File: src/rtl/game2048_pkg.sv
// Shared definitions for the 2048 keyboard front end: PS/2 scan-code set 2
// constants, direction bus bit positions, the make/break prefix FSM states
// and a helper that maps an extended scan code onto the direction bus.
package game2048_pkg;

    // Scan-code set 2 prefixes and the keys this block recognises
    localparam logic [7:0] SC_EXT   = 8'hE0;
    localparam logic [7:0] SC_BREAK = 8'hF0;
    localparam logic [7:0] SC_UP    = 8'h75;  // extended
    localparam logic [7:0] SC_DOWN  = 8'h72;  // extended
    localparam logic [7:0] SC_LEFT  = 8'h6B;  // extended
    localparam logic [7:0] SC_RIGHT = 8'h74;  // extended
    localparam logic [7:0] SC_S     = 8'h1B;  // normal

    // Bit positions on the 4-bit direction bus
    localparam int DIR_UP    = 3;
    localparam int DIR_DOWN  = 2;
    localparam int DIR_LEFT  = 1;
    localparam int DIR_RIGHT = 0;

    // Prefix FSM: tracks E0 (extended) and F0 (break) prefixes
    typedef enum logic [1:0] {
        ST_IDLE    = 2'd0,
        ST_EXT     = 2'd1,
        ST_BRK     = 2'd2,
        ST_EXT_BRK = 2'd3
    } prefix_state_t;

    // One-hot direction mask for an extended code; zero if not an arrow key
    function automatic logic [3:0] ext_dir_mask(input logic [7:0] code);
        logic [3:0] mask;
        mask = 4'b0000;
        case (code)
            SC_UP:    mask[DIR_UP]    = 1'b1;
            SC_DOWN:  mask[DIR_DOWN]  = 1'b1;
            SC_LEFT:  mask[DIR_LEFT]  = 1'b1;
            SC_RIGHT: mask[DIR_RIGHT] = 1'b1;
            default:  mask = 4'b0000;
        endcase
        return mask;
    endfunction

endpackage

File: src/rtl/ps2_direction_decoder_if.sv
// Key-level bus from the PS/2 direction decoder to the game controller.
// The decoder drives it through the master modport, control reads it through
// the slave modport.
interface ps2_direction_decoder_if;

    logic [3:0] direction;    // [3] up, [2] down, [1] left, [0] right
    logic       start;        // S key held
    logic       key_event;    // one-cycle pulse per recognised make
    logic       frame_error;  // one-cycle pulse per discarded frame

    modport master (
        output direction,
        output start,
        output key_event,
        output frame_error
    );

    modport slave (
        input direction,
        input start,
        input key_event,
        input frame_error
    );

endinterface

File: src/rtl/ps2_rx_frame.sv
// PS/2 receive framer: synchronises the keyboard pins, glitch-filters the
// keyboard clock, samples data on filtered falling edges and assembles
// 11-bit frames (start, 8 data LSB first, odd parity, stop).
// A watchdog aborts a frame whose clock stalls mid-way.
// Optional feature macro: PS2_PARITY_CHECK_EN enables parity/stop checking,
// frame_err_o pulses on bad frames and on watchdog aborts.
module ps2_rx_frame #(
    parameter int FILTER_LEN      = 8,
    parameter int WATCHDOG_CYCLES = 50000
) (
    input  logic       clock,
    input  logic       resetn,
    input  logic       ps2_clk_i,
    input  logic       ps2_dat_i,
    output logic [7:0] byte_data_o,
    output logic       byte_valid_o,
    output logic       frame_err_o,
    output logic       wd_abort_o
);

    localparam int FW = $clog2(FILTER_LEN + 1);
    localparam int WW = $clog2(WATCHDOG_CYCLES + 1);
    localparam logic [FW-1:0] FILT_LAST = FW'(FILTER_LEN - 1);
    localparam logic [WW-1:0] WD_LAST   = WW'(WATCHDOG_CYCLES - 1);

    logic [1:0]    clk_sync_q;
    logic [1:0]    dat_sync_q;
    logic          filt_q;
    logic [FW-1:0] filt_cnt_q;
    logic [3:0]    bit_cnt_q;
    logic [7:0]    shift_q;
    logic [WW-1:0] wd_cnt_q;
    logic          byte_valid_q;
    logic          wd_abort_q;
    logic          ps2_clk_s;
    logic          ps2_dat_s;
    logic          fall_edge;

    assign ps2_clk_s = clk_sync_q[1];
    assign ps2_dat_s = dat_sync_q[1];

    // The filtered clock drops this cycle: it is high, the synchronised pin
    // is low and this is the FILTER_LEN-th consecutive low cycle.
    assign fall_edge = filt_q && !ps2_clk_s && (filt_cnt_q == FILT_LAST);

    // Two-flop synchronisers; reset to the idle-high bus level
    always_ff @(posedge clock) begin
        if (!resetn) begin
            clk_sync_q <= 2'b11;
            dat_sync_q <= 2'b11;
        end else begin
            clk_sync_q <= {clk_sync_q[0], ps2_clk_i};
            dat_sync_q <= {dat_sync_q[0], ps2_dat_i};
        end
    end

    // Saturating glitch filter: accept a new clock level only after it has
    // been stable for FILTER_LEN cycles; any bounce back restarts the count
    always_ff @(posedge clock) begin
        if (!resetn) begin
            filt_q     <= 1'b1;
            filt_cnt_q <= '0;
        end else if (ps2_clk_s == filt_q) begin
            filt_cnt_q <= '0;
        end else if (filt_cnt_q == FILT_LAST) begin
            filt_q     <= ps2_clk_s;
            filt_cnt_q <= '0;
        end else begin
            filt_cnt_q <= filt_cnt_q + 1'b1;
        end
    end

`ifdef PS2_PARITY_CHECK_EN
    logic parity_q;
    logic frame_err_q;
`endif

    // Bit counter, shift register, watchdog and end-of-frame pulses
    always_ff @(posedge clock) begin
        if (!resetn) begin
            bit_cnt_q    <= 4'd0;
            shift_q      <= 8'h00;
            wd_cnt_q     <= '0;
            byte_valid_q <= 1'b0;
            wd_abort_q   <= 1'b0;
`ifdef PS2_PARITY_CHECK_EN
            parity_q     <= 1'b0;
            frame_err_q  <= 1'b0;
`endif
        end else begin
            byte_valid_q <= 1'b0;
            wd_abort_q   <= 1'b0;
`ifdef PS2_PARITY_CHECK_EN
            frame_err_q  <= 1'b0;
`endif
            if (fall_edge) begin
                // An edge always restarts the watchdog, even on its last cycle
                wd_cnt_q <= '0;
                if (bit_cnt_q == 4'd0) begin
                    // A start bit sampled high is line noise: stay put silently
                    if (!ps2_dat_s) begin
                        bit_cnt_q <= 4'd1;
                    end
                end else if (bit_cnt_q <= 4'd8) begin
                    shift_q   <= {ps2_dat_s, shift_q[7:1]};
                    bit_cnt_q <= bit_cnt_q + 4'd1;
                end else if (bit_cnt_q == 4'd9) begin
`ifdef PS2_PARITY_CHECK_EN
                    parity_q  <= ps2_dat_s;
`endif
                    bit_cnt_q <= 4'd10;
                end else begin
                    // Stop bit: the frame is complete
                    bit_cnt_q <= 4'd0;
`ifdef PS2_PARITY_CHECK_EN
                    if ((^{parity_q, shift_q}) && ps2_dat_s) begin
                        byte_valid_q <= 1'b1;
                    end else begin
                        frame_err_q  <= 1'b1;
                    end
`else
                    byte_valid_q <= 1'b1;
`endif
                end
            end else if (bit_cnt_q != 4'd0) begin
                if (wd_cnt_q == WD_LAST) begin
                    // Keyboard clock stalled mid-frame: drop the partial frame
                    bit_cnt_q  <= 4'd0;
                    wd_cnt_q   <= '0;
                    wd_abort_q <= 1'b1;
`ifdef PS2_PARITY_CHECK_EN
                    frame_err_q <= 1'b1;
`endif
                end else begin
                    wd_cnt_q <= wd_cnt_q + 1'b1;
                end
            end else begin
                wd_cnt_q <= '0;
            end
        end
    end

    assign byte_data_o  = shift_q;
    assign byte_valid_o = byte_valid_q;
    assign wd_abort_o   = wd_abort_q;
`ifdef PS2_PARITY_CHECK_EN
    assign frame_err_o  = frame_err_q;
`else
    assign frame_err_o  = 1'b0;
`endif

endmodule

File: src/rtl/ps2_direction_decoder.sv
// PS/2 keyboard front end for the 2048 top level. Received scan-code set 2
// bytes drive a make/break prefix FSM that maintains held levels for the
// arrow keys (direction bus) and the S key (start), plus a key_event pulse
// on every make of a recognised key.
// Optional feature macro: PS2_PARITY_CHECK_EN (implemented in ps2_rx_frame).
module ps2_direction_decoder #(
    parameter int FILTER_LEN      = 8,
    parameter int WATCHDOG_CYCLES = 50000
) (
    input  logic                           clock,
    input  logic                           resetn,
    input  logic                           PS2_CLK,
    input  logic                           PS2_DAT,
    ps2_direction_decoder_if.master        keys
);

    import game2048_pkg::*;

    logic [7:0]    rx_byte;
    logic          rx_valid;
    logic          rx_err;
    logic          rx_abort;
    logic [3:0]    ext_mask;
    logic          is_s_key;

    prefix_state_t state_q, state_d;
    logic [3:0]    direction_q, direction_d;
    logic          start_q, start_d;
    logic          key_event_q, key_event_d;

    ps2_rx_frame #(
        .FILTER_LEN      (FILTER_LEN),
        .WATCHDOG_CYCLES (WATCHDOG_CYCLES)
    ) u_rx (
        .clock        (clock),
        .resetn       (resetn),
        .ps2_clk_i    (PS2_CLK),
        .ps2_dat_i    (PS2_DAT),
        .byte_data_o  (rx_byte),
        .byte_valid_o (rx_valid),
        .frame_err_o  (rx_err),
        .wd_abort_o   (rx_abort)
    );

    assign ext_mask = ext_dir_mask(rx_byte);
    assign is_s_key = (rx_byte == SC_S);

    // Prefix state register
    always_ff @(posedge clock) begin
        if (!resetn) begin
            state_q <= ST_IDLE;
        end else begin
            state_q <= state_d;
        end
    end

    // Prefix decoding and held-key updates; only a received byte advances it,
    // a discarded or aborted frame forgets any pending prefix
    always_comb begin
        state_d     = state_q;
        direction_d = direction_q;
        start_d     = start_q;
        key_event_d = 1'b0;
        if (rx_abort || rx_err) begin
            state_d = ST_IDLE;
        end else if (rx_valid) begin
            case (state_q)
                ST_IDLE: begin
                    if (rx_byte == SC_EXT) begin
                        state_d = ST_EXT;
                    end else if (rx_byte == SC_BREAK) begin
                        state_d = ST_BRK;
                    end else if (is_s_key) begin
                        start_d     = 1'b1;
                        key_event_d = 1'b1;
                    end
                end
                ST_EXT: begin
                    if (rx_byte == SC_BREAK) begin
                        state_d = ST_EXT_BRK;
                    end else begin
                        // Typematic repeats re-pulse key_event on a held arrow
                        if (ext_mask != 4'b0000) begin
                            direction_d = direction_q | ext_mask;
                            key_event_d = 1'b1;
                        end
                        state_d = ST_IDLE;
                    end
                end
                ST_BRK: begin
                    if (is_s_key) begin
                        start_d = 1'b0;
                    end
                    state_d = ST_IDLE;
                end
                ST_EXT_BRK: begin
                    direction_d = direction_q & ~ext_mask;
                    state_d     = ST_IDLE;
                end
                default: begin
                    state_d = ST_IDLE;
                end
            endcase
        end
    end

    // Output registers: held levels and the make pulse
    always_ff @(posedge clock) begin
        if (!resetn) begin
            direction_q <= 4'b0000;
            start_q     <= 1'b0;
            key_event_q <= 1'b0;
        end else begin
            direction_q <= direction_d;
            start_q     <= start_d;
            key_event_q <= key_event_d;
        end
    end

    assign keys.direction   = direction_q;
    assign keys.start       = start_q;
    assign keys.key_event   = key_event_q;
    assign keys.frame_error = rx_err;

endmodule
File: src/flat_wrapper.sv
// flat-port wrapper written by rule: the top's interface ports become plain ports
module ps2_direction_decoder_flat import game2048_pkg::*;
#(
    parameter int FILTER_LEN      = 8,
    parameter int WATCHDOG_CYCLES = 50000
)
  (clock, resetn, PS2_CLK, PS2_DAT, keys_direction, keys_start, keys_key_event, keys_frame_error);
  ps2_direction_decoder_if keys_i ();
  input  logic clock;
  input  logic resetn;
  input  logic PS2_CLK;
  input  logic PS2_DAT;
  output wire logic [$bits(keys_i.direction)-1:0] keys_direction;
  output wire logic [$bits(keys_i.start)-1:0] keys_start;
  output wire logic [$bits(keys_i.key_event)-1:0] keys_key_event;
  output wire logic [$bits(keys_i.frame_error)-1:0] keys_frame_error;
  assign keys_direction = keys_i.direction;
  assign keys_start = keys_i.start;
  assign keys_key_event = keys_i.key_event;
  assign keys_frame_error = keys_i.frame_error;
  ps2_direction_decoder #(.FILTER_LEN(FILTER_LEN), .WATCHDOG_CYCLES(WATCHDOG_CYCLES)) u_core (.clock(clock), .resetn(resetn), .PS2_CLK(PS2_CLK), .PS2_DAT(PS2_DAT), .keys(keys_i));
endmodule
File: config.mk
export PLATFORM = sky130hd
export DESIGN_NAME = ps2_direction_decoder_flat
export DESIGN_NICKNAME = d
export VERILOG_FILES = /design/src/rtl/game2048_pkg.sv /design/src/rtl/ps2_direction_decoder_if.sv /design/src/rtl/ps2_rx_frame.sv /design/src/rtl/ps2_direction_decoder.sv /design/src/flat_wrapper.sv
export SDC_FILE = /design/constraint.sdc
export NUM_CORES = 1
export LEC_CHECK = 0
export ABC_AREA = 0
export CELL_PAD_IN_SITES_DETAIL_PLACEMENT = 0
export CELL_PAD_IN_SITES_GLOBAL_PLACEMENT = 2
export CORE_MARGIN = 1
export CORE_UTILIZATION = 37
export DETAILED_ROUTE_END_ITERATION = 8
export HOLD_SLACK_MARGIN = 0.08
export PLACE_DENSITY_LB_ADDON = 0.1
export RECOVER_POWER = 25
export SLEW_MARGIN = 20
export SYNTH_ARGS = -nofsm -noshare
export SYNTH_HDL_FRONTEND = slang
export SYNTH_SLANG_ARGS = --single-unit
export TNS_END_PERCENT = 5
File: constraint.sdc
create_clock -name clock -period 2 [get_ports clock]
set_clock_uncertainty 0.05 [all_clocks]
set_input_delay 0.4 -clock clock [delete_from_list [all_inputs] [get_ports clock]]
set_output_delay 0.4 -clock clock [all_outputs]
set_load 0.05 [all_outputs]
==> results.md <==
- **half-perimeter wire length after detailed placement** 3.27 mm
- **CTS max path bufs** 2
- **post-synthesis net count** 265
- **final non-filler cell area** 2570 um^2
- **global route overflow** 0
- **cell-by-cell trace of the critical path** clkdlybuf4s50_1
- **clock latency of the later-clocked register in the worst-skew pair** 0.30 ns
- **number of synthesized register bits** 47
- **worst-path cell with the longest stage delay** sky130_fd_sc_hd__clkdlybuf4s50_1
- **final antenna diode count** 0
- **via/cell ratio** 5.16
- **portion of the post-synthesis area used by sequential elements** 0.421
- **antenna violations before repair** 0
- **Avg Synthesized Cell Area** 8.77 um^2
- **initial standard-cell utilization of the core** 0.394
- **pin slew with the least headroom to its limit** 0.569 ns
- **data arrival time of the worst path** 1.46 ns
- **Layout Area Growth over Synthesis** 14.9%
- **clock sink total** 47
- **worst stage delay on the critical path** 0.82 ns
- **crit end category** output pin
- **CTS buffer count** 5
- **number of vias after detailed routing** 1792
- **vias in the first global route** 1715
- **largest net degree at the start of global routing** 17
- **remaining number of nets flagged by the antenna check after routing** 0
- **maximum level of the CTS H-tree** 2
- **total of buffers placed on input and output ports** 9
- **Setup WS pre-CTS** 0.159 ns
- **last weighted congestion value of the routability-driven placer** 0.720
- **First DRT Iteration DRCs** 87
- **maxcap violations** 0
- **wire length of the first global-routing pass** 8.39 mm
- **Max IR drop VDD** 0.257 mV
- **unrepaired setup endpoints after global routing** false
- **most used flip-flop cell after synthesis** sky130_fd_sc_hd__dfxtp_1
- **floorplan core area** 5680 um^2
- **Final Hold Viols** 0
- **vertical extent of the die** 79.8 um
- **maximum fanout along the worst path** 2
- **netlist area before placement** 2240 um^2
- **Req. time, crit path** 1.55 ns
- **synth unique cells** 52
- **final wirelength** 4.67 mm
- **cell area reported after detailed placement** 2480 um^2
- **global router's overall resource usage** 0.169
- **PwrDens** 639 nW/um^2
- **Largest delay share family, worst path** buffers and inverters
- **final count of pins violating max slew** 0
- **status** finished clean
- **kind of path behind the tightest hold check** reg -> reg
- **post-layout minimum cycle time** 1.91 ns
- **worst setup path class** reg -> out
- **io pins** 11
- **WP buf/inv** 1
- **Startpoint Class** register
- **wire length per cell** 13.5 um
- **Total Die Area** 6360 um^2
- **setup ws final** 0.0906 ns
- **total negative setup slack** 0 ns
- **highest attainable clock frequency** 524 MHz
- **clock root buffer master** sky130_fd_sc_hd__clkbuf_8
- **final setup violation count** 0
- **gate count after technology mapping** 255
- **Residual DRC** 0
- **period utilisation layout** 0.955
- **total number of yosys warnings** 0
- **Leak** 0.855 nW
- **width of the die** 79.8 um
- **EDFF count, synth** 0
- **Pre-Repair DR Iteration Count** 4
- **nets** 284
- **relative max-transition margin** 0.620
- **async set-or-reset flop fraction in the synthesized netlist** 0
- **std cell rows** 27
- **clock-pin slew on the worst setup and hold paths** 0.09 ns
- **share of final-layout standard cells stronger than drive strength 1** 0.0982
- **TritonCTS clock tree** yes
## synthesized netlist by cell type, drive strengths merged, types with 3 or more instances
cell,instances,area share
xnor2,16,0.063
nand2,7,0.012
a21oi,13,0.029
or4,3,0.012
nand3b,6,0.026
ha,6,0.034
dfxtp,47,0.42
mux2i,3,0.013
o21ai,13,0.029
nor3,8,0.018
clkbuf,6,0.012
xor2,3,0.012
nand3,17,0.038
buf,5,0.013
inv,16,0.027
nor2,32,0.054
nand4b,3,0.012
nand4,5,0.014
nand2b,6,0.017
nor4,6,0.017
## path summary, 6_finish.rpt
check | endpoint | cells past startpoint | start | slack, ns
worst max-delay path | keys_direction[1] | 1 | register | 0.09
worst min-delay path | u_core.u_rx.dat_sync_q[1] | 1 | u_core.u_rx.dat_sync_q[0] | 0.37
worst max register to register | u_core.u_rx.bit_cnt_q[3] | 7 | u_core.u_rx.bit_cnt_q[1] | 0.22
worst min register to register | u_core.u_rx.dat_sync_q[1] | 1 | u_core.u_rx.dat_sync_q[0] | 0.37
## cell type report
type,instances,area (um^2)
clock inverters,3,20.0
inverters,16,60.1
well taps,72,90.1
flip-flops and latches,47,941
clock buffers,5,68.8
multi-input cells,181,1190
fillers,575,3100
repair buffers,23,204
## worst register-to-register path: stages, from the launching register on
cell and delay [ns]:
sky130_fd_sc_hd__dfxtp_1 0.32, sky130_fd_sc_hd__inv_1 0.08, sky130_fd_sc_hd__ha_1 0.25, sky130_fd_sc_hd__nand2b_1 0.19, sky130_fd_sc_hd__buf_4 0.21, sky130_fd_sc_hd__or4_1 0.40, sky130_fd_sc_hd__nand4_1 0.11, sky130_fd_sc_hd__a22oi_1 0.07
## where the power goes
group	switching, mW	internal, mW
logic	0.0694	0.0496
registers	0.00519	0.944
clock network	0.331	0.244
total	0.406	1.24
## metal layers
| metal | up-vias | share of wire | global-route usage |
|---|---|---|---|
| met2 | 14 | 0.42 | 0.253 |
| met5 | - | 0 | 0 |
| met3 | 4 | 0.019 | 0.0377 |
| met1 | 836 | 0.56 | 0.244 |
| met4 | 0 | 0.0081 | 0.0429 |
| li1 | 938 | - | - |
## layout by cell type (no fill, tap or decap), types with 8 or more instances in the layout
cell type / n
sky130_fd_sc_hd__nor2_1: 32
sky130_fd_sc_hd__nor3_1: 8
sky130_fd_sc_hd__buf_4: 12
sky130_fd_sc_hd__dfxtp_1: 47
sky130_fd_sc_hd__a21oi_1: 13
sky130_fd_sc_hd__o21ai_1: 9
sky130_fd_sc_hd__inv_1: 16
sky130_fd_sc_hd__xnor2_1: 15
sky130_fd_sc_hd__clkdlybuf4s50_1: 8
sky130_fd_sc_hd__nand3_1: 17
## cells by family (layout without fill, tap and decap cells)
group | after synthesis | after routing | synth area share
other | 1 | 1 | 0.00168
adder cells (fa/ha/maj) | 6 | 6 | 0.0336
flip-flops | 47 | 47 | 0.421
buffers and inverters | 27 | 47 | 0.0520
AND/OR/NAND/NOR | 109 | 109 | 0.277
AO/OA/AOI/OAI | 42 | 42 | 0.122
multiplexers | 4 | 4 | 0.0185
XOR/XNOR | 19 | 19 | 0.0744
## timing repair
action,4_1_cts,5_1_grt
buffers inserted,0,0
hold buffers,0,0
endpoints found under the setup margin,0,6
gates resized for setup,0,1
## sequential cells by signal, indices dropped and copies added, names as in the netlist, named ones only
name                      count
u_core.u_rx.wd_cnt_q         16
u_core.u_rx.byte_data_o       8
u_core.u_rx.bit_cnt_q         4
u_core.u_rx.filt_cnt_q        4
u_core.state_q                2
u_core.u_rx.clk_sync_q        2
u_core.u_rx.dat_sync_q        2
u_core.keys.key_event         1
u_core.keys.start             1
u_core.u_rx.byte_valid_o      1
u_core.u_rx.filt_q            1
u_core.u_rx.wd_abort_o        1
## per-stage QoR
stage / power, mW / util / instances / hold slack [ns]
after floorplan: 1.05 / - / 255 / 0.336
after CTS: 1.67 / 0.452 / 347 / 0.373
after global routing: 1.73 / 0.453 / 347 / 0.402
after global placement: 1.09 / 0.437 / 339 / 0.340
final: 1.64 / 0.453 / 347 / 0.369
after detailed placement: 1.09 / 0.437 / 339 / 0.351
No activity file was read; power rests on OpenSTA's default activity.
